$ cat src/rtl/rng_pool.sv
// rng_pool: TRNG entropy pool. Synchronised ring-oscillator bits are folded into a rule 90/150 CA
// and emitted over valid/ready after warm-up. Define RNG_HEALTH_EN to build the repetition-count health test.
module rng_pool #(
  parameter int              WIDTH       = 32,
  parameter int              NUM_SRC     = 32,
  parameter logic [WIDTH-1:0] RULE       = {{(WIDTH-1){1'b1}}, 1'b0},
  parameter int              SYNC_STAGES = 2,
  parameter int              WARMUP      = 64,
  parameter int              ACCUM       = 32,
  parameter int              REP_LIMIT   = 16
) (
  input  logic               clk,
  input  logic               rst,
  input  logic               en,
  input  logic [NUM_SRC-1:0] source,
  output logic [WIDTH-1:0]   out_data,
  output logic               out_valid,
  input  logic               out_ready,
  output logic               busy,
  output logic               alarm
);

  localparam int CNT_MAX = (WARMUP > ACCUM) ? WARMUP : ACCUM;
  localparam int CW      = $clog2(CNT_MAX + 1);
  localparam logic [CW-1:0] WARM_LAST = CW'(WARMUP - 1);
  localparam logic [CW-1:0] ACC_LAST  = CW'(ACCUM - 1);

  typedef enum logic [1:0] {S_IDLE, S_WARMUP, S_RUN, S_ALARM} state_t;

  if (WIDTH < 4 || NUM_SRC < 1 || SYNC_STAGES < 2 || WARMUP < 1 || ACCUM < 1 || REP_LIMIT < 2) begin : g_bad_params
    $error("rng_pool: parameter out of range");
  end

  state_t             state_reg, state_next;
  logic [CW-1:0]      cnt_reg, cnt_next;
  logic [WIDTH-1:0]   pool_reg, pool_next;
  logic [WIDTH-1:0]   data_reg, data_next;
  logic               valid_reg, valid_next;
  logic [NUM_SRC-1:0] sync_reg [SYNC_STAGES];
  logic [NUM_SRC-1:0] syn;
  logic [WIDTH-1:0]   nxt;
  logic [WIDTH+1:0]   pool_pad;
  logic               health_fail;

  always_ff @(posedge clk or posedge rst) begin
    if (rst) begin
      for (int i = 0; i < SYNC_STAGES; i++) sync_reg[i] <= '0;
    end else begin
      sync_reg[0] <= source;
      for (int i = 1; i < SYNC_STAGES; i++) sync_reg[i] <= sync_reg[i-1];
    end
  end

  assign syn = sync_reg[SYNC_STAGES-1];

  // Zero padding on both ends gives the null boundary for the edge cells.
  assign pool_pad = {1'b0, pool_reg, 1'b0};

  for (genvar gi = 0; gi < WIDTH; gi++) begin : g_cell
    logic inj;
    always_comb begin
      inj = 1'b0;
      for (int i = gi; i < NUM_SRC; i += WIDTH) inj = inj ^ syn[i];
    end
    assign nxt[gi] = pool_pad[gi] ^ pool_pad[gi+2] ^ (RULE[gi] & pool_reg[gi]) ^ inj;
  end

  assign busy = (state_reg == S_WARMUP) || (state_reg == S_RUN);

`ifdef RNG_HEALTH_EN
  localparam int RW = $clog2(REP_LIMIT + 1);
  localparam logic [RW-1:0] REP_MAX = RW'(REP_LIMIT);

  logic [RW-1:0] rep_reg, rep_next;
  logic          last_h_reg;
  logic          h;

  assign h = ^syn;

  always_comb begin
    rep_next = RW'(1);
    if (h == last_h_reg) rep_next = (rep_reg == REP_MAX) ? REP_MAX : rep_reg + RW'(1);
  end

  assign health_fail = busy && (rep_next == REP_MAX);
  assign alarm       = (state_reg == S_ALARM);

  // Held clear while idle so every warm-up starts a fresh run count.
  always_ff @(posedge clk or posedge rst) begin
    if (rst) begin
      rep_reg    <= '0;
      last_h_reg <= 1'b0;
    end else if (state_reg == S_IDLE) begin
      rep_reg    <= '0;
      last_h_reg <= 1'b0;
    end else begin
      rep_reg    <= rep_next;
      last_h_reg <= h;
    end
  end
`else
  assign health_fail = 1'b0;
  assign alarm       = 1'b0;
`endif

  always_comb begin
    state_next = state_reg;
    cnt_next   = cnt_reg;
    pool_next  = pool_reg;
    data_next  = data_reg;
    valid_next = valid_reg;
    case (state_reg)
      S_IDLE: begin
        if (en) begin
          state_next = S_WARMUP;
          cnt_next   = '0;
        end
      end
      S_WARMUP: begin
        pool_next = nxt;
        if (!en) begin
          state_next = S_IDLE;
          cnt_next   = '0;
        end else if (cnt_reg == WARM_LAST) begin
          state_next = S_RUN;
          cnt_next   = '0;
        end else begin
          cnt_next = cnt_reg + CW'(1);
        end
      end
      S_RUN: begin
        pool_next = nxt;
        if (!en) begin
          state_next = S_IDLE;
          cnt_next   = '0;
          valid_next = 1'b0;
        end else if (valid_reg) begin
          // Counter sits at zero while a word waits, so accumulation restarts on transfer.
          if (out_ready) valid_next = 1'b0;
        end else if (cnt_reg == ACC_LAST) begin
          data_next  = nxt;
          valid_next = 1'b1;
          cnt_next   = '0;
        end else begin
          cnt_next = cnt_reg + CW'(1);
        end
      end
      default: ;
    endcase
    if (health_fail) begin
      state_next = S_ALARM;
      cnt_next   = '0;
      data_next  = data_reg;
      valid_next = 1'b0;
    end
  end

  always_ff @(posedge clk or posedge rst) begin
    if (rst) begin
      state_reg <= S_IDLE;
      cnt_reg   <= '0;
      pool_reg  <= WIDTH'(1);
      data_reg  <= '0;
      valid_reg <= 1'b0;
    end else begin
      state_reg <= state_next;
      cnt_reg   <= cnt_next;
      pool_reg  <= pool_next;
      data_reg  <= data_next;
      valid_reg <= valid_next;
    end
  end

  assign out_data  = data_reg;
  assign out_valid = valid_reg;

endmodule

$ cat config.mk
export PLATFORM = sky130hd
export DESIGN_NAME = rng_pool
export DESIGN_NICKNAME = d
export VERILOG_FILES = /design/src/rtl/rng_pool.sv
export SDC_FILE = /design/constraint.sdc
export NUM_CORES = 1
export LEC_CHECK = 0
export BUFFER_PORTS_ARGS = -buffer_cell sky130_fd_sc_hd__buf_2
export CAP_MARGIN = 20
export CORE_AREA = 2 2 132 134
export CTS_BUF_LIST = sky130_fd_sc_hd__clkbuf_8
export CTS_CLUSTER_DIAMETER = 200
export CTS_CLUSTER_SIZE = 40
export DETAILED_ROUTE_END_ITERATION = 8
export DIE_AREA = 0 0 134 136
export PLACE_DENSITY = 0.59
export SKIP_LAST_GASP = 1
export SLEW_MARGIN = 20
export SYNTH_ARGS = -nofsm -noshare
export SYNTH_HDL_FRONTEND = slang
export SYNTH_SLANG_ARGS = --single-unit
$ cat constraint.sdc
create_clock -name clk -period 4.6 [get_ports clk]
set_input_delay 0.23 -clock clk [delete_from_list [all_inputs] [get_ports clk]]
set_output_delay 0.23 -clock clk [all_outputs]
set_load 0.005 [all_outputs]
==> results of run 1 <==
## synthesized netlist by cell type (all sizes together)
cell | n | area [um2]
nand3 | 3 | 15.01
xnor2 | 37 | 324.1
nand4b | 1 | 8.760
o21ai | 8 | 40.04
o31a | 2 | 17.52
o211ai | 2 | 15.01
buf | 5 | 45.04
o22ai | 1 | 6.260
xor2 | 101 | 884.6
conb | 1 | 3.750
nor3 | 2 | 10.01
a21boi | 1 | 7.510
nand2 | 39 | 148.9
and2 | 1 | 6.260
or3 | 1 | 6.260
o311ai | 1 | 8.760
o211a | 1 | 10.01
inv | 6 | 22.52
nand2b | 3 | 18.77
mux2i | 2 | 20.02
dfstp | 1 | 26.28
dfrtp | 137 | 3428
o21a | 1 | 7.510
nor4 | 2 | 27.53
o2111ai | 3 | 26.28
mux2 | 33 | 484.2
clkbuf | 5 | 18.77
nand4 | 1 | 21.27
nor2b | 5 | 31.28
a2111oi | 1 | 15.01
nor2 | 2 | 7.510
and3 | 1 | 6.260
ha | 5 | 62.56
## cells in the final DEF (no fill, tap or decap), drive strengths merged
| cell | n |
|---|---|
| and3 | 1 |
| dfstp | 1 |
| o31a | 2 |
| clkinvlp | 2 |
| conb | 1 |
| inv | 8 |
| and2 | 1 |
| mux2i | 2 |
| buf | 71 |
| dfrtp | 137 |
| o22ai | 1 |
| clkbuf | 19 |
| a2111oi | 1 |
| o21a | 1 |
| ha | 5 |
| mux2 | 33 |
| xnor2 | 37 |
| or3 | 1 |
| clkinv | 3 |
| o21ai | 8 |
| nor2b | 5 |
| nor2 | 2 |
| dlygate4sd3 | 32 |
| nand4b | 1 |
| xor2 | 101 |
| nor4 | 2 |
| o2111ai | 3 |
| o311ai | 1 |
| o211ai | 2 |
| bufinv | 6 |
| a21boi | 1 |
| o211a | 1 |
| nand2 | 39 |
| nand4 | 1 |
| nand3 | 3 |
| nand2b | 3 |
| nor3 | 2 |
## area by class of cell
class | count | area, um2
Fill cell | 1529 | 9686
Sequential cell | 138 | 3455
Multi-Input combinational cell | 261 | 2246
Timing Repair Buffer | 103 | 680.7
Tap cell | 225 | 281.5
Clock buffer | 19 | 261.5
Clock inverter | 13 | 239.0
Inverter | 6 | 27.53
## per-layer routing
metal	wire (um)	up-vias	GRT usage
li1	-	1571	-
met1	4462	1578	0.1475
met2	4842	70	0.1937
met3	485	17	0.04139
met4	273	0	0.06678
met5	0	-	0
## how the worst max path moves through the flow
stage,cells after the start,startpoint,slack [ps],end
floorplan,1,rst,680,cnt_reg[0]
detailed placement,5,cnt_reg[0],2040,out_data[30]
CTS,5,cnt_reg[0],2020,out_data[30]
global placement,6,state_reg[0],2150,out_data[31]
finish,5,cnt_reg[0],2440,out_data[30]
global route,6,state_reg[0],2240,out_data[30]
## cells by family after synthesis
kind of cell               count (synthesis)  synth area share
and+or+nand+nor                           61           0.05324
buffers and inverters                     16           0.01493
xor gates and xnor gates                 138            0.2090
DFF                                      138            0.5975
adders and majority gates                  5           0.01082
muxes                                     35           0.08721
AOI/OAI and AO/OA                         21           0.02662
other                                      1         0.0006486
## power groups by stage
stage | Combinational [mW] | Sequential, mW | Clock (mW)
2_1_floorplan | 1.48 | 1.69 | 0
3_3_place_gp | 1.68 | 1.73 | 0
3_5_place_dp | 1.74 | 1.74 | 0
4_1_cts | 1.77 | 1.72 | 1.26
5_1_grt | 1.98 | 1.75 | 1.31
6_report | 1.73 | 1.72 | 1.21
## through the flow
step	hold slack (ps)	instances	setup slack, ps
4_1_cts	7.035	765	2022
3_5_place_dp	336.3	701	2042
6_report	0.4651	765	2444
2_1_floorplan	261.4	415	675.5
3_3_place_gp	331.2	701	2150
5_1_grt	51.33	765	2238
## critical path: cells and delay by family, from the launching register on
family / cells / cell delay, ps
simple gates: 3 / 880
mux: 1 / 440
flops: 1 / 410
fa+ha+maj: 1 / 280
==> impl_metrics.prom, run 1 <==
# TYPE chip_impl_metric gauge
chip_impl_info{name="status",value="finished, final reports clean"} 1
chip_impl_metric{name="cts_made_buffers",unit=""} 17
chip_impl_metric{name="finalNetCount",unit=""} 568
chip_impl_metric{name="wire_per_inst",unit="um"} 13.15
chip_impl_info{name="cell_breakdown_of_the_critical_path",value="ha_1, nand4_4, nor4_4, nand2_4, mux2_1"} 1
chip_impl_metric{name="irDropWorstVdd",unit="mV"} 0.3932
chip_impl_metric{name="post_cts_hold_buffers",unit=""} 32
chip_impl_metric{name="syn_inst",unit=""} 415
chip_impl_metric{name="placed_area",unit="um2"} 6365
chip_impl_info{name="reg2reg_to",value="out_data[30]"} 1
chip_impl_metric{name="cts-htree-levels",unit=""} 4
chip_impl_metric{name="die-height",unit="um"} 136
chip_impl_metric{name="synth_seq_area_share",unit=""} 0.5975
chip_impl_info{name="reg2reg_from",value="cnt_reg[0]"} 1
chip_impl_metric{name="power.share.sequential",unit=""} 0.369
chip_impl_metric{name="dr_total_vias",unit=""} 3236
chip_impl_metric{name="timing_hold_violations_final",unit=""} 0
chip_impl_metric{name="crit_required",unit="ps"} 4920
chip_impl_metric{name="post_synth_instance_area",unit="um2"} 5782
chip_impl_metric{name="clk-insertion-delay-late",unit="ps"} 450
chip_impl_metric{name="grt_start_max_net_pins",unit=""} 106
chip_impl_metric{name="r2r_cells",unit=""} 5
chip_impl_metric{name="synth_area_per_cell",unit="um2"} 13.93
chip_impl_metric{name="ant_nets",unit=""} 0
chip_impl_metric{name="max_stage_delay",unit="ps"} 440
chip_impl_metric{name="pwr-share-clk",unit=""} 0.260
chip_impl_info{name="start_kind",value="flop"} 1
chip_impl_metric{name="final_util",unit=""} 0.4261
chip_impl_metric{name="grt_antenna_before_repair",unit=""} 0
chip_impl_metric{name="firstDrtPassIters",unit=""} 4
chip_impl_metric{name="netlist-cell-type-count",unit=""} 40
chip_impl_metric{name="setup_viol",unit=""} 0
chip_impl_metric{name="finalSetupTns",unit="ps"} 0
chip_impl_metric{name="max_slew.worst_pin.slew",unit="ps"} 921.8
chip_impl_metric{name="cts_max_path_buffers",unit=""} 2
chip_impl_info{name="tritoncts",value="done"} 1
chip_impl_metric{name="final.setup_skew",unit="ps"} 14.41
chip_impl_info{name="setup_repair_after_global_routing_missed_its_margin",value="false"} 1
chip_impl_metric{name="detailedPlacementHpwl",unit="um"} 6495
chip_impl_metric{name="p_per_area",unit="nW/um2"} 649.5
chip_impl_metric{name="post_cts_buffers",unit=""} 0
chip_impl_metric{name="drt-vias-per-instance",unit=""} 4.230
chip_impl_metric{name="clock-sinks",unit=""} 138
chip_impl_metric{name="grt_pass1_vias",unit=""} 3485
chip_impl_metric{name="total_power",unit="mW"} 4.670
chip_impl_metric{name="layout_min_cycle_time",unit="ps"} 2156
chip_impl_info{name="critPathCaptureType",value="flop"} 1
chip_impl_metric{name="global_route.overflow_total",unit=""} 0
chip_impl_metric{name="num_io_pins",unit=""} 71
chip_impl_metric{name="antennaDiodeCount",unit=""} 0
chip_impl_metric{name="netSwitchingFraction",unit=""} 0.3527
chip_impl_metric{name="place_congestion",unit=""} 0.7174
chip_impl_metric{name="final-max-slew-violation-count",unit=""} 0
chip_impl_metric{name="slew_headroom",unit=""} 0.3854
chip_impl_metric{name="die-width",unit="um"} 134
chip_impl_info{name="critical-path-slowest-cell",value="sky130_fd_sc_hd__mux2_1"} 1
chip_impl_metric{name="drc",unit=""} 0
chip_impl_metric{name="cp_max_fo",unit=""} 32
chip_impl_metric{name="internal_pwr_total",unit="mW"} 3.023
chip_impl_metric{name="core",unit="um2"} 16880
chip_impl_metric{name="route.final.wire_length",unit="um"} 10060
chip_impl_metric{name="r2r_slack",unit="ps"} 2440
chip_impl_metric{name="ff_latch_count_synth",unit=""} 138
chip_impl_metric{name="yosysWarnings",unit=""} 0
chip_impl_metric{name="synthesis.nets",unit=""} 456
chip_impl_metric{name="initialDrtViolationCount",unit=""} 163
chip_impl_metric{name="worst_ep_arrival_time",unit="ps"} 2480
chip_impl_metric{name="path_clk_slew",unit="ps"} 90
chip_impl_metric{name="comb_power_share",unit=""} 0.371
chip_impl_metric{name="final.period_utilization",unit=""} 0.4687
chip_impl_metric{name="buffer_ports.inserted",unit=""} 69
chip_impl_metric{name="die_area",unit="um2"} 18220
chip_impl_metric{name="grt_pass1_wl",unit="um"} 17170
chip_impl_metric{name="drive_above_1_share",unit=""} 0.2593
chip_impl_metric{name="syn_to_final_growth",unit="%"} 24.37
chip_impl_metric{name="cap_violations",unit=""} 0
chip_impl_metric{name="post_cts_resize_count",unit=""} 0
chip_impl_info{name="clock_root_cell",value="sky130_fd_sc_hd__clkbuf_8"} 1
chip_impl_metric{name="fmax",unit="MHz"} 463.8
chip_impl_metric{name="switching_power",unit="mW"} 1.647
chip_impl_info{name="min-delay-path-class",value="in2async"} 1
chip_impl_metric{name="row_count",unit=""} 48
chip_impl_metric{name="leakagePower",unit="nW"} 3.489
chip_impl_metric{name="finish.instance_area",unit="um2"} 7191
chip_impl_metric{name="track_usage",unit=""} 0.1224
chip_impl_metric{name="initial_utilization",unit=""} 0.3426
chip_impl_info{name="worstSetupPathType",value="reg2reg"} 1
Note: power is estimated with default switching activity, not from simulation.
==> inputs of run 2 (changes only) <==
--- a/config.mk
+++ b/config.mk
@@ -5,14 +5,15 @@
 export SDC_FILE = /design/constraint.sdc
 export NUM_CORES = 1
 export LEC_CHECK = 0
+export ABC_AREA = 1
 export BUFFER_PORTS_ARGS = -buffer_cell sky130_fd_sc_hd__buf_2
 export CAP_MARGIN = 20
-export CORE_AREA = 2 2 132 134
+export CORE_AREA = 2 2 129 131
 export CTS_BUF_LIST = sky130_fd_sc_hd__clkbuf_8
 export CTS_CLUSTER_DIAMETER = 200
 export CTS_CLUSTER_SIZE = 40
 export DETAILED_ROUTE_END_ITERATION = 8
-export DIE_AREA = 0 0 134 136
+export DIE_AREA = 0 0 131 133
 export PLACE_DENSITY = 0.59
 export SKIP_LAST_GASP = 1
 export SLEW_MARGIN = 20
==> constraint.sdc (replaced) <==
create_clock -name clk -period 2.1 [get_ports clk]
set_input_delay 0.105 -clock clk [delete_from_list [all_inputs] [get_ports clk]]
set_output_delay 0.105 -clock clk [all_outputs]
set_load 0.005 [all_outputs]
==> run 2 against run 1 <==
  * Largest power group is now registers
  * Core utilization is 0.81 points lower
  * Non-clock buffer count increased by 6
  * Sequential power rose by 110%
  * Global-route usage grew 0.62 points
  * Sequential share of layout area increased by 3.1 points
  * Setup slack got worse by 2300 ps
  * Power grew 87%
==> impl_metrics.prom, run 2 <==
# TYPE chip_impl_metric gauge
chip_impl_info{name="status",value="finished, final reports clean"} 1
chip_impl_metric{name="grt_antenna_before_repair",unit=""} 0
chip_impl_metric{name="register_area",unit="um2"} 3455
chip_impl_metric{name="switching_power",unit="mW"} 3.202
chip_impl_metric{name="max_slew.worst_pin.slew",unit="ps"} 518.4
chip_impl_metric{name="finalNetCount",unit=""} 667
chip_impl_metric{name="crit_required",unit="ps"} 2000
chip_impl_info{name="synth.most_common_cell",value="sky130_fd_sc_hd__nand2_1"} 1
chip_impl_metric{name="clock-sinks",unit=""} 138
chip_impl_metric{name="die_area",unit="um2"} 17420
chip_impl_metric{name="timing_hold_violations_final",unit=""} 0
chip_impl_metric{name="final-max-slew-violation-count",unit=""} 0
chip_impl_info{name="critPathCaptureType",value="output pin"} 1
chip_impl_metric{name="clk-insertion-delay-late",unit="ps"} 440
chip_impl_metric{name="synth_seq_area_share",unit=""} 0.6295
chip_impl_metric{name="finalSetupTns",unit="ps"} 0
chip_impl_metric{name="core",unit="um2"} 16170
chip_impl_metric{name="die-height",unit="um"} 133
chip_impl_metric{name="drt-vias-per-instance",unit=""} 4.208
chip_impl_metric{name="place_congestion",unit=""} 0.7903
chip_impl_metric{name="multi_input_area",unit="um2"} 1877
chip_impl_info{name="ys_top_cells_by_count",value="212 x sky130_fd_sc_hd__nand2_1, 137 x sky130_fd_sc_hd__dfrtp_1, 59 x sky130_fd_sc_hd__xnor2_1, 35 x sky130_fd_sc_hd__xor2_1, 8 x sky130_fd_sc_hd__nor2_1"} 1
chip_impl_metric{name="synthesis.nets",unit=""} 553
chip_impl_metric{name="detailedPlacementHpwl",unit="um"} 6622
chip_impl_metric{name="post_cts_buffers",unit=""} 0
chip_impl_info{name="tritoncts",value="done"} 1
chip_impl_metric{name="irDropWorstVdd",unit="mV"} 0.4578
chip_impl_metric{name="buffer_ports.inserted",unit=""} 69
chip_impl_metric{name="hold-worst-slack",unit="ps"} 46.53
chip_impl_metric{name="layout_min_cycle_time",unit="ps"} 1935
chip_impl_metric{name="dp_worst_setup_slack",unit="ps"} 351.2
chip_impl_info{name="start_kind",value="flop"} 1
chip_impl_info{name="worstSetupPathType",value="reg2out"} 1
chip_impl_metric{name="path_clk_slew",unit="ps"} 70
chip_impl_metric{name="power.share.sequential",unit=""} 0.415
chip_impl_metric{name="track_usage",unit=""} 0.1286
chip_impl_metric{name="total_power",unit="mW"} 8.725
chip_impl_info{name="synth_ff_type",value="sky130_fd_sc_hd__dfrtp_1"} 1
chip_impl_metric{name="num_io_pins",unit=""} 71
chip_impl_metric{name="cts-htree-levels",unit=""} 4
chip_impl_info{name="synth_top_cells_by_area",value="sky130_fd_sc_hd__dfrtp_1 62%, sky130_fd_sc_hd__nand2_1 15%, sky130_fd_sc_hd__xnor2_1 9.4%"} 1
chip_impl_metric{name="post_layout_nonfiller_instances",unit=""} 859
chip_impl_metric{name="cap_violations",unit=""} 0
chip_impl_metric{name="ff_latch_count_synth",unit=""} 138
chip_impl_info{name="layout_commonest_cell",value="sky130_fd_sc_hd__nand2_1"} 1
chip_impl_metric{name="final.period_utilization",unit=""} 0.9214
chip_impl_metric{name="yosysWarnings",unit=""} 0
chip_impl_metric{name="synth-async-reset-ratio",unit=""} 1.000
chip_impl_info{name="clock_root_cell",value="sky130_fd_sc_hd__clkbuf_8"} 1
chip_impl_metric{name="num-fill-cells",unit=""} 1582
chip_impl_metric{name="leakagePower",unit="nW"} 3.420
chip_impl_metric{name="p_per_area",unit="nW/um2"} 1291
chip_impl_info{name="synth_area_leader_cell",value="sky130_fd_sc_hd__dfrtp_1"} 1
chip_impl_metric{name="netlist-cell-type-count",unit=""} 27
chip_impl_metric{name="cp_max_fo",unit=""} 35
chip_impl_info{name="min-delay-path-class",value="in2reg"} 1
chip_impl_metric{name="initial_utilization",unit=""} 0.3393
chip_impl_metric{name="drive_above_1_share",unit=""} 0.1847
chip_impl_metric{name="cts_made_buffers",unit=""} 17
chip_impl_metric{name="comb_power_share",unit=""} 0.365
chip_impl_metric{name="fmax",unit="MHz"} 516.8
chip_impl_metric{name="placed_area",unit="um2"} 6068
chip_impl_metric{name="worst_ep_arrival_time",unit="ps"} 1830
chip_impl_metric{name="route.final.wire_length",unit="um"} 10170
chip_impl_metric{name="final.setup_skew",unit="ps"} 9.260
chip_impl_metric{name="grt_start_max_net_pins",unit=""} 100
chip_impl_metric{name="final_util",unit=""} 0.4180
chip_impl_metric{name="syn_to_final_growth",unit="%"} 23.19
chip_impl_metric{name="grt_pass1_vias",unit=""} 3784
chip_impl_metric{name="dr_total_vias",unit=""} 3615
chip_impl_metric{name="global_route.overflow_total",unit=""} 0
chip_impl_metric{name="synth_edf_count",unit=""} 0
chip_impl_metric{name="netSwitchingFraction",unit=""} 0.3670
chip_impl_metric{name="firstDrtPassIters",unit=""} 4
chip_impl_metric{name="drc",unit=""} 0
chip_impl_metric{name="antennaDiodeCount",unit=""} 0
chip_impl_metric{name="post_synth_instance_area",unit="um2"} 5488
chip_impl_metric{name="initialDrtViolationCount",unit=""} 164
chip_impl_metric{name="dp.cells",unit=""} 793
chip_impl_info{name="mostFrequentLayoutCells",value="212 x sky130_fd_sc_hd__nand2_1, 137 x sky130_fd_sc_hd__dfrtp_1, 69 x sky130_fd_sc_hd__buf_2"} 1
chip_impl_metric{name="die-width",unit="um"} 131
chip_impl_metric{name="syn_inst",unit=""} 512
chip_impl_metric{name="pwr-share-clk",unit=""} 0.220
chip_impl_info{name="setup_repair_after_global_routing_missed_its_margin",value="false"} 1
chip_impl_metric{name="proportion_of_netlist_area_held_by_the_largest_area_contributor",unit=""} 0.6247
chip_impl_metric{name="wire_per_inst",unit="um"} 11.84
chip_impl_metric{name="slew_headroom",unit=""} 0.6544
chip_impl_metric{name="ant_nets",unit=""} 0
chip_impl_metric{name="internal_pwr_total",unit="mW"} 5.522
chip_impl_metric{name="synth_area_per_cell",unit="um2"} 10.72
chip_impl_metric{name="grt_pass1_wl",unit="um"} 17280
chip_impl_metric{name="setup_viol",unit=""} 0
chip_impl_metric{name="worst_slack",unit="ps"} 165.1
chip_impl_metric{name="row_count",unit=""} 47
chip_impl_metric{name="cts_max_path_buffers",unit=""} 2
chip_impl_metric{name="finish.instance_area",unit="um2"} 6760
==> run 2: changes by cell type after synthesis, moves of 4 or more <==
| cell | previous run | this run |
|---|---|---|
| sky130_fd_sc_hd__xnor2_1 | 37 | 59 |
| sky130_fd_sc_hd__mux2_4 | 30 | 0 |
| sky130_fd_sc_hd__nor2_1 | 2 | 8 |
| sky130_fd_sc_hd__xor2_1 | 101 | 35 |
| sky130_fd_sc_hd__nor2b_1 | 5 | 0 |
| sky130_fd_sc_hd__o21ai_0 | 4 | 0 |
| sky130_fd_sc_hd__inv_2 | 0 | 6 |
| sky130_fd_sc_hd__nand2_1 | 38 | 212 |
| sky130_fd_sc_hd__a21oi_1 | 0 | 5 |
==> run 2: worst paths after layout <==
path	depth (start not counted)	end	from	slack, ps
max in group asynchronous	4	out_data[15]	rst	1210
min in group asynchronous	3	syn[4]	rst	130
max reg2reg	8	cnt_reg[6]	state_reg[0]	330
max	4	busy	state_reg[0]	170
min	5	state_reg[1]	en	50
min reg2reg	0	syn[27]	sync_reg[59]	350
==> run 2: layout make-up <==
type / instances / area share
Clock inverter: 13 / 0.01333
Inverter: 14 / 0.008699
Tap cell: 220 / 0.04072
Clock buffer: 19 / 0.03868
Sequential cell: 138 / 0.5110
Multi-Input combinational cell: 346 / 0.2776
Timing Repair Buffer: 109 / 0.1099
==> run 2: power by group through the flow <==
stage          combinational (mW)  sequential (mW)  clock (mW)
6_report                     3.18             3.62        1.92
2_1_floorplan                2.64             3.57           0
3_3_place_gp                 3.06             3.65           0
5_1_grt                      3.63             3.69        2.11
3_5_place_dp                 3.16             3.67           0
4_1_cts                      3.24             3.62        1.99
==> run 2: worst max-delay path, cell delays in order, from the launching register on <==
cell and delay (ps):
sky130_fd_sc_hd__dfrtp_1 410, sky130_fd_sc_hd__inv_1 80, sky130_fd_sc_hd__ha_1 320, sky130_fd_sc_hd__buf_4 380
sky130_fd_sc_hd__buf_2 200
==> run 2: routing by layer <==
metal / global-route usage / vias up / routed length (um)
met5: 0 / - / 0
met4: 0.05674 / 0 / 213
met3: 0.03922 / 19 / 380
met2: 0.2078 / 61 / 4994
met1: 0.1577 / 1754 / 4584
li1: - / 1781 / -
==> run 2: logic make-up (layout without fill, tap and decap cells) <==
logic type / count (synthesis) / in the layout / share of synthesized area
DFF: 138 / 138 / 0.6295
buffers and inverters: 28 / 155 / 0.02850
other: 1 / 1 / 0.0006833
and+or+nand+nor: 234 / 234 / 0.1678
AOI/OAI and AO/OA: 12 / 12 / 0.01208
xor gates and xnor gates: 94 / 94 / 0.1500
adders and majority gates: 5 / 5 / 0.01140
==> run 2: repair_timing <==
action	4_1_cts	5_1_grt
hold endpoints to repair	170	0
hold buffers	34	0
resized for setup	0	0
==> inputs of run 3 (changes only) <==
--- a/config.mk
+++ b/config.mk
@@ -14,7 +14,6 @@
 export CTS_CLUSTER_SIZE = 40
 export DETAILED_ROUTE_END_ITERATION = 8
 export DIE_AREA = 0 0 131 133
-export PLACE_DENSITY = 0.59
 export SKIP_LAST_GASP = 1
 export SLEW_MARGIN = 20
 export SYNTH_ARGS = -nofsm -noshare
==> run 3 against run 2 <==
  * First-iteration DRC count down 8.5%
  * Sequential share of layout area is 0.34 points lower
  * Count of clock-buffer cells in the layout unchanged
  * Maximum frequency is 0.59% higher
  * Sequential power hardly changed
  * Register-to-register slack about the same
  * Setup slack better by 11 ps
  * Highest routed layer unchanged
  * Via count is essentially flat
  * Worst hold slack got worse by 2.5 ps
  * Critical path depth is the same
==> impl_metrics.prom, run 3 (synthesis gave the netlist of run 2 again) <==
# TYPE chip_impl_metric gauge
chip_impl_info{name="tritoncts",value="done"} 1
chip_impl_metric{name="buffer_ports.inserted",unit=""} 69
chip_impl_metric{name="grt_pass1_wl",unit="um"} 17860
chip_impl_metric{name="finalSetupTns",unit="ps"} 0
chip_impl_metric{name="finalNetCount",unit=""} 669
chip_impl_metric{name="drt-vias-per-instance",unit=""} 4.207
chip_impl_metric{name="finish.instance_area",unit="um2"} 6805
chip_impl_metric{name="grt_pass1_vias",unit=""} 3825
chip_impl_metric{name="r2r_slack",unit="ps"} 340
chip_impl_metric{name="die-width",unit="um"} 131
chip_impl_metric{name="hold-path-cell-count",unit=""} 4
chip_impl_metric{name="num_io_pins",unit=""} 71
chip_impl_metric{name="dr_total_vias",unit=""} 3614
chip_impl_metric{name="initial_utilization",unit=""} 0.3393
chip_impl_metric{name="final-max-slew-violation-count",unit=""} 0
chip_impl_metric{name="worstSetupPathDepth",unit=""} 4
chip_impl_metric{name="setup_viol",unit=""} 0
chip_impl_metric{name="final.period_utilization",unit=""} 0.9160
chip_impl_info{name="critical_path.top_delay_family",value="buffers and inverters"} 1
chip_impl_metric{name="power.share.sequential",unit=""} 0.406
chip_impl_metric{name="fmax",unit="MHz"} 519.8
chip_impl_metric{name="post_cts_resize_count",unit=""} 0
chip_impl_metric{name="die_area",unit="um2"} 17420
chip_impl_info{name="layout_commonest_cell",value="sky130_fd_sc_hd__nand2_1"} 1
chip_impl_metric{name="core",unit="um2"} 16170
chip_impl_metric{name="die-height",unit="um"} 133
chip_impl_metric{name="leakagePower",unit="nW"} 3.434
chip_impl_metric{name="p_per_area",unit="nW/um2"} 1311
chip_impl_metric{name="clock-sinks",unit=""} 138
chip_impl_info{name="start_kind",value="flop"} 1
chip_impl_metric{name="irDropWorstVdd",unit="mV"} 0.4218
chip_impl_metric{name="grt_antenna_before_repair",unit=""} 0
chip_impl_metric{name="track_usage",unit=""} 0.1338
chip_impl_metric{name="cts_max_path_buffers",unit=""} 2
chip_impl_info{name="min-delay-path-class",value="in2reg"} 1
chip_impl_metric{name="route.final.wire_length",unit="um"} 10330
chip_impl_metric{name="path_clk_slew",unit="ps"} 70
chip_impl_metric{name="grt_start_max_net_pins",unit=""} 39
chip_impl_metric{name="ant_nets",unit=""} 0
chip_impl_metric{name="cts-htree-levels",unit=""} 4
chip_impl_metric{name="cts_made_buffers",unit=""} 17
chip_impl_metric{name="antennaDiodeCount",unit=""} 0
chip_impl_metric{name="place_congestion",unit=""} 0.7493
chip_impl_metric{name="drive_above_1_share",unit=""} 0.1878
chip_impl_metric{name="timing_hold_violations_final",unit=""} 0
chip_impl_metric{name="cap_violations",unit=""} 0
chip_impl_metric{name="placed_area",unit="um2"} 6071
chip_impl_metric{name="multi_input_area",unit="um2"} 1877
chip_impl_metric{name="detailedPlacementHpwl",unit="um"} 6941
chip_impl_metric{name="drc",unit=""} 0
chip_impl_metric{name="cp_max_fo",unit=""} 35
chip_impl_metric{name="crit_required",unit="ps"} 2000
chip_impl_info{name="worstSetupPathType",value="reg2out"} 1
chip_impl_info{name="setup_repair_after_global_routing_missed_its_margin",value="false"} 1
chip_impl_info{name="cell_breakdown_of_the_critical_path",value="inv_1, ha_1, buf_4, buf_2"} 1
chip_impl_metric{name="num-fill-cells",unit=""} 1548
chip_impl_metric{name="max_stage_delay",unit="ps"} 410
chip_impl_metric{name="final.setup_skew",unit="ps"} 9.342
chip_impl_info{name="status",value="finished, final reports clean"} 1
chip_impl_metric{name="row_count",unit=""} 47
chip_impl_metric{name="register_area",unit="um2"} 3455
chip_impl_metric{name="syn_to_final_growth",unit="%"} 24.01
chip_impl_metric{name="initialDrtViolationCount",unit=""} 150
chip_impl_info{name="critPathCaptureType",value="output pin"} 1
chip_impl_metric{name="clk-insertion-delay-late",unit="ps"} 440
chip_impl_metric{name="r2r_cells",unit=""} 9
chip_impl_info{name="clock_root_cell",value="sky130_fd_sc_hd__clkbuf_8"} 1
chip_impl_metric{name="firstDrtPassIters",unit=""} 4
chip_impl_info{name="critical-path-slowest-cell",value="sky130_fd_sc_hd__dfrtp_1"} 1
chip_impl_metric{name="internal_pwr_total",unit="mW"} 5.764
chip_impl_metric{name="switching_power",unit="mW"} 3.155
chip_impl_metric{name="layout_min_cycle_time",unit="ps"} 1924
chip_impl_metric{name="pwr-share-clk",unit=""} 0.240
chip_impl_metric{name="comb_power_share",unit=""} 0.354
chip_impl_metric{name="worst_ep_arrival_time",unit="ps"} 1820
chip_impl_metric{name="global_route.overflow_total",unit=""} 0
chip_impl_metric{name="cp_num_buf_inv",unit=""} 3
chip_impl_info{name="mostFrequentLayoutCells",value="212 x sky130_fd_sc_hd__nand2_1, 137 x sky130_fd_sc_hd__dfrtp_1, 69 x sky130_fd_sc_hd__buf_2"} 1
chip_impl_metric{name="wire_per_inst",unit="um"} 12.03
chip_impl_metric{name="netSwitchingFraction",unit=""} 0.3537
## run 3: cell types whose count changed in the layout (fill, tap and decap cells not counted)
cell                        change
sky130_fd_sc_hd__clkinv_2       -2
sky130_fd_sc_hd__inv_1          -2
sky130_fd_sc_hd__bufinv_16      +2
sky130_fd_sc_hd__buf_12         -1
sky130_fd_sc_hd__buf_4          +3
## run 3: per-stage QoR
| stage | hold WS (ps) | utilization | std cells | power [mW] | setup WS [ps] |
|---|---|---|---|---|---|
| after detailed placement | 75.02 | 0.3754 | 795 | 6.803 | 358.2 |
| after global routing | 10.06 | 0.4208 | 859 | 9.700 | 44.89 |
| final | 44.04 | 0.4208 | 859 | 8.919 | 176.3 |
| after floorplan | 136.4 | - | 512 | 6.207 | 274.7 |
| after CTS | 1.610 | 0.4208 | 859 | 9.054 | 115.2 |
| after global placement | 70.38 | 0.3754 | 795 | 6.680 | 507.1 |
## run 3: final timing paths
path,startpoint,endpoint
max,state_reg[0],busy
max reg2reg,state_reg[0],cnt_reg[3]
max in group asynchronous,rst,sync_reg[52]
min in group asynchronous,rst,sync_reg[41]
min,en,out_valid
min reg2reg,sync_reg[36],syn[4]
## run 3: worst reg2reg max path: stages, from the launching register on
cell and delay [ps]:
sky130_fd_sc_hd__dfrtp_1 410, sky130_fd_sc_hd__inv_1 90, sky130_fd_sc_hd__ha_1 230, sky130_fd_sc_hd__nand2_2 140, sky130_fd_sc_hd__nor2_1 80, sky130_fd_sc_hd__nor2_2 320, sky130_fd_sc_hd__inv_2 110, sky130_fd_sc_hd__o21ai_1 130
sky130_fd_sc_hd__nand2_1 60, sky130_fd_sc_hd__nor2_1 110
## run 3: repair_timing
action                                  4_1_cts  5_1_grt
hold endpoints to repair                     95        0
hold buffers                                 34        0
buffers inserted                              0        0
endpoints found under the setup margin        0        0
## run 3: metal layers
layer,up-vias,part of all wire,global-route usage
li1,1782,-,-
met1,1742,0.44,0.1616
met2,74,0.50,0.2153
met3,16,0.046,0.05055
met4,0,0.016,0.05260
met5,-,0,0
## run 3: power by group through the flow
| stage | clock, mW | sequential (mW) | combinational (mW) |
|---|---|---|---|
| final | 2.14 | 3.62 | 3.16 |
| after global placement | 0 | 3.66 | 3.02 |
| after global routing | 2.35 | 3.68 | 3.67 |
| after CTS | 2.22 | 3.62 | 3.21 |
| after detailed placement | 0 | 3.67 | 3.13 |
| after floorplan | 0 | 3.57 | 2.64 |
## run 3: area by class of cell
cell class,count,area share
clock buffer,19,0.03843
clock inverter,11,0.01949
inverter,14,0.008641
multi-input combinational,346,0.2758
sequential,138,0.5076
tap,220,0.04045
timing repair buffer,111,0.1096
